--- config.mk ---
export PLATFORM = sky130hd
export DESIGN_NAME = irq_ctrl
export DESIGN_NICKNAME = d
export VERILOG_FILES = /design/src/rtl/irq_pkg.sv /design/src/rtl/irq_prio_enc.sv /design/src/rtl/irq_ctrl.sv
export SDC_FILE = /design/constraint.sdc
export NUM_CORES = 1
export LEC_CHECK = 0
export ABC_AREA = 1
export CAP_MARGIN = 20
export CORE_MARGIN = 2
export CORE_UTILIZATION = 46
export DETAILED_ROUTE_END_ITERATION = 16
export PLACE_DENSITY = 0.78
export SETUP_SLACK_MARGIN = 0.1
export SLEW_MARGIN = 20
export SYNTH_ARGS = -nofsm -noshare
export SYNTH_HDL_FRONTEND = slang
export SYNTH_SLANG_ARGS = --single-unit
--- constraint.sdc ---
create_clock -name clk -period 1.35 [get_ports clk]
set_input_delay 0.405 -clock clk [delete_from_list [all_inputs] [get_ports clk]]
set_output_delay 0.405 -clock clk [all_outputs]
set_load 0.01 [all_outputs]
--- src/rtl/irq_pkg.sv ---
// Shared definitions for the interrupt controller: FSM states, register map
// and the vector arithmetic used by the top level.
package irq_pkg;

    typedef enum logic [1:0] {
        IDLE    = 2'd0,
        REQ     = 2'd1,
        SERVICE = 2'd2
    } irq_state_t;

    localparam logic [7:0] ADDR_IER  = 8'h5D;
    localparam logic [7:0] ADDR_IPR  = 8'h5E;
    localparam logic [7:0] ADDR_CTRL = 8'h5F;

    localparam int GIE_BIT = 7;

    // Vectors are spaced two apart and wrap modulo 256.
    function automatic logic [7:0] src_vector(input logic [7:0] base, input logic [2:0] idx);
        return base + {4'b0000, idx, 1'b0};
    endfunction

endpackage

--- src/rtl/irq_prio_enc.sv ---
// Combinational lowest-index-wins priority encoder over NUM_SRC request bits.
module irq_prio_enc #(
    parameter int NUM_SRC = 4
) (
    input  logic [NUM_SRC-1:0] req,
    output logic               valid,
    output logic [2:0]         idx
);

    always_comb begin
        valid = |req;
        idx   = 3'd0;
        // Walk downwards so the lowest set index is the last one to assign.
        for (int i = NUM_SRC - 1; i >= 0; i--) begin
            if (req[i]) begin
                idx = 3'(i);
            end
        end
    end

endmodule

--- src/rtl/irq_ctrl.sv ---
// Vectored interrupt controller: edge-detected pending flags, per-source and
// global enables, and a one-at-a-time IDLE/REQ/SERVICE handshake with the CPU.
module irq_ctrl
    import irq_pkg::*;
#(
    parameter int         NUM_SRC  = 4,
    parameter logic [7:0] VEC_BASE = 8'h02
) (
    input  logic               clk,
    input  logic               rst,
    input  logic [7:0]         addr,
    input  logic               write,
    input  logic               read,
    input  logic [7:0]         wdata,
    output logic [7:0]         rdata,
    input  logic [NUM_SRC-1:0] src_req,
    output logic [NUM_SRC-1:0] src_exec,
    output logic               cpu_irq,
    output logic [7:0]         cpu_vector,
    input  logic               cpu_ack,
    input  logic               cpu_reti
);

    logic [NUM_SRC-1:0] req_prev_reg;
    logic [NUM_SRC-1:0] ier_reg;
    logic [NUM_SRC-1:0] ipr_reg;
    logic [NUM_SRC-1:0] ipr_next;
    logic [NUM_SRC-1:0] req_rise;
    logic [NUM_SRC-1:0] ipr_clr;
    logic [NUM_SRC-1:0] win_mask;
    logic               gie_reg;
    logic [2:0]         last_reg;
    logic [2:0]         win_reg;
    irq_state_t         state_reg;

    logic               pend_valid;
    logic [2:0]         pend_idx;
    logic [7:0]         rd_value;

    logic wr_ier;
    logic wr_ipr;
    logic wr_ctrl;
    logic ack_fire;

    assign wr_ier   = write && (addr == ADDR_IER);
    assign wr_ipr   = write && (addr == ADDR_IPR);
    assign wr_ctrl  = write && (addr == ADDR_CTRL);
    assign ack_fire = (state_reg == REQ) && cpu_ack;
    assign req_rise = src_req & ~req_prev_reg;

    // Per-bit pending update: a fresh rising edge beats any clear in the same cycle.
    generate
        for (genvar gi = 0; gi < NUM_SRC; gi++) begin : g_pend
            assign win_mask[gi] = (win_reg == 3'(gi));
            assign ipr_clr[gi]  = (wr_ipr && wdata[gi]) || (ack_fire && win_mask[gi]);
            assign ipr_next[gi] = req_rise[gi] | (ipr_reg[gi] & ~ipr_clr[gi]);
        end
    endgenerate

    irq_prio_enc #(
        .NUM_SRC (NUM_SRC)
    ) u_prio_enc (
        .req   (ipr_reg & ier_reg),
        .valid (pend_valid),
        .idx   (pend_idx)
    );

    always_comb begin
        rd_value = 8'h00;
        case (addr)
            ADDR_IER:  rd_value = 8'(ier_reg);
            ADDR_IPR:  rd_value = 8'(ipr_reg);
            ADDR_CTRL: rd_value = {gie_reg, 4'b0000, last_reg};
            default:   rd_value = 8'h00;
        endcase
    end

    always_ff @(posedge clk or negedge rst) begin
        if (!rst) begin
            req_prev_reg <= '0;
            ipr_reg      <= '0;
            ier_reg      <= '0;
            rdata        <= 8'h00;
        end else begin
            req_prev_reg <= src_req;
            ipr_reg      <= ipr_next;
            if (wr_ier) begin
                ier_reg <= wdata[NUM_SRC-1:0];
            end
            if (read && !write) begin
                rdata <= rd_value;
            end
        end
    end

    // Handshake FSM; the FSM's own GIE updates override a same-cycle software write.
    always_ff @(posedge clk or negedge rst) begin
        if (!rst) begin
            state_reg  <= IDLE;
            gie_reg    <= 1'b0;
            last_reg   <= 3'd0;
            win_reg    <= 3'd0;
            cpu_irq    <= 1'b0;
            cpu_vector <= 8'h00;
            src_exec   <= '0;
        end else begin
            src_exec <= '0;
            if (wr_ctrl) begin
                gie_reg <= wdata[GIE_BIT];
            end
            case (state_reg)
                IDLE: begin
                    if (gie_reg && pend_valid) begin
                        win_reg    <= pend_idx;
                        cpu_irq    <= 1'b1;
                        cpu_vector <= src_vector(VEC_BASE, pend_idx);
                        state_reg  <= REQ;
                    end
                end
                REQ: begin
                    if (cpu_ack) begin
                        cpu_irq   <= 1'b0;
                        gie_reg   <= 1'b0;
                        last_reg  <= win_reg;
                        src_exec  <= win_mask;
                        state_reg <= SERVICE;
                    end
                end
                SERVICE: begin
                    if (cpu_reti) begin
                        gie_reg   <= 1'b1;
                        state_reg <= IDLE;
                    end
                end
                default: begin
                    state_reg <= IDLE;
                end
            endcase
        end
    end

endmodule

==> summary.txt <==
Synth
  – Cell Area, Synth: 0.00157 sq mm
  – Synthesized instance count: 188
  – Post-synth top area cell: dfrtp_1
  – Mean Syn Cell Area: 8.37 sq um
  – YS warnings: 0
  – Sequential area share after synthesis: 50.9%
  – Prevailing post-synth register cell: dfrtp_1
  – Yosys top cell area share: 50.9%
  – Yosys cell types: 20
  – Ranking of synthesized cells by area: dfrtp_1, nand2_1, nand3_1
  – Number of synthesized register bits: 32
  – Ys async rst share: 100%
  – EDFF count, synth: 0

Final layout
  – Layout cells sized above 1: 38.1%
  – Final design area excluding fillers: 0.00245 sq mm
  – Max reg flops: 5
  – Fillers: 237
  – Area Growth Syn to Fin: 55.8%
  – Nets@finish: 301
  – Non-Filler Instances: 316
  – Most frequent cells in the layout: nand2_1, buf_4, dfrtp_1
  – ANT cells: 0
  – Seq. cell area: 802 sq um
  – Commonest non-fill, non-tap cell in the layout: nand2_1
  – Multi-input gate area: 801 sq um
  – Largest Register: rdata

Power
  – PwrDens: 1180 mW/mm^2
  – Clock Power Share: 21.2%
  – Leak: 0.00130 uW
  – Sw Pwr: 984 uW
  – Worst vdd ir: 0.000687 V
  – Sw frac: 34.0%
  – Logic gate share of total power: 36.9%
  – Fraction of power consumed by sequential logic: 41.8%
  – Int Power: 1910 uW

Clock tree
  – Clock transition at path regs: 0.11 ns
  – CTS tree: built
  – H-Tree Depth: 2
  – Clk_lat worst skew: 0.34 ns
  – Root Buffer Master: clkbuf_4
  – CTS Sinks: 32
  – Num CTS Buffers: 5
  – Maximum clock path buffer count: 2
  – Hold buffers post-CTS: 0

Timing
  – Final slew viol count: 0
  – Final WS setup: 0.0427 ns
  – Clock skew: 0.0144 ns
  – Final hold viol count: 0
  – RSZ-0062 raised after global routing: yes
  – Final Setup Violations: 0
  – Post-layout minimum cycle time: 1.31 ns
  – Final period utilization: 96.8%
  – Setup TNS: 0 ns
  – Worst hold slack: 0.416 ns
  – Achievable Freq: 765 MHz

Global route
  – Gr ovfl total: 0
  – Gr usage total: 20.5%
  – Initial antenna violation count: 0
  – Number of global-route vias before repair: 1475
  – First-pass GRT wire length: 6.29 mm
  – Largest net degree at the start of global routing: 33

Floorplanning
  – # IOs: 47
  – Die area: 0.00390 sq mm
  – Die height: 62.5 um
  – Die width: 62.5 um
  – Core Footprint: 0.00331 sq mm
  – Effective utilization at floorplan: 47.5%
  – Row count: 21

Drt
  – DR vias/cell: 4.84
  – DR vias: 1531
  – Final WL: 4.19 mm
  – ANT nets after route: 0
  – Initial DRC count: 86
  – Post-DR wirelength/cell: 13.2 um
  – Drt drc: 0
  – DRT Pass-1 Iters: 5

Placement
  – Port bufs: 35
  – Dpl ws: -0.382 ns
  – Cells after DPL: 288
  – GP Congestion: 0.778
  – Placed cell area: 0.00212 sq mm
  – Hpwl dp: 2.48 mm

Run
  – Max_cap viols: 0

Critical path
  – WS Path Type: register to register
  – FF-to-FF End: win_reg[0]
  – R2R Setup Slk: 0.04 ns
  – Critical Path RT: 1.58 ns
  – CP endpoint kind: register
  – Max FO, Critical Path: 4
  – Crit path arrival time: 1.53 ns
  – Worst R2R Path Depth: 6
  – Startpoint types: register
  – FF-to-FF Start: ier_reg[0]

Status
  – Outcome: finished clean

Hold path
  – Worst Hold Class: input port to async pin
repair_timing:
action,in CTS,in global routing
gates resized for setup,85,35
pin swaps,9,10
endpoints found under the setup margin,35,32
setup buffers,13,8
per-layer routing:
metal | wire (um) | global-route usage [%] | part of all wire, % | up-vias
met3 | 270 | 4.86 | 6.5 | 9
li1 | - | - | - | 749
met4 | 72 | 11.1 | 1.7 | 0
met5 | 0 | 0 | 0 | -
met1 | 1700 | 24.3 | 41 | 714
met2 | 2140 | 34.3 | 51 | 59
power by group through the flow:
stage / sequential, uW / clock, uW / combinational, uW
floorplan: 1190 / 0 / 412
global placement: 1190 / 0 / 738
detailed placement: 1190 / 0 / 753
CTS: 1170 / 621 / 806
global route: 1220 / 685 / 1170
finish: 1210 / 614 / 1070
Yosys cell counts, drive strengths merged, types with 2 or more instances:
master and instances:
ha 5, nand2 65, o21ai 14, nand3b 2, nand3 20, nor3 6, dfrtp 32, nor2 6
nand4 4, inv 21, buf 9
stage by stage:
stage,power [uW],utilization [%]
4_1_cts,2600,68.5
3_5_place_dp,1940,64.0
2_1_floorplan,1600,-
3_3_place_gp,1930,64.0
5_1_grt,3080,74.0
6_report,2890,74.0
area by class of cell:
class                      count  area share [%]
sequential                    32            32.7
multi-input combinational    133            32.7
timing repair buffer          77            26.3
inverter                      21            3.32
clock buffer                   7            2.66
tap                           46            2.35
worst max-delay path by stage:
stage	start	endpoint	slack, ns	cells after the start
6_report	ier_reg[0]	win_reg[0]	0.04	6
5_1_grt	ier_reg[0]	win_reg[0]	-0.004	6
4_1_cts	rdata[3]	rdata[3]	0.05	1
3_5_place_dp	addr[4]	ipr_reg[3]	-0.38	7
3_3_place_gp	addr[6]	ipr_reg[3]	-0.34	7
2_1_floorplan	state_reg[1]	state_reg[0]	0.12	7
worst max-delay path: stages, from the launching register on:
cell and delay, ns:
dfrtp_1 0.44, nand2_2 0.13, nand2_4 0.08, o21ai_4 0.19, nor2_4 0.07, buf_6 0.12, o21a_1 0.16
logic make-up (layout without fill, tap and decap cells):
kind of cell / count (synthesis) / in the layout / share of synthesized area [%]
adders and majority gates: 5 / 5 / 3.98
AOI/OAI and AO/OA: 16 / 16 / 5.25
and+or+nand+nor: 104 / 104 / 30.1
DFF: 32 / 32 / 50.9
buffers and inverters: 30 / 105 / 9.55
other: 1 / 8 / 0.238
Power figures use the tool's default switching activity.
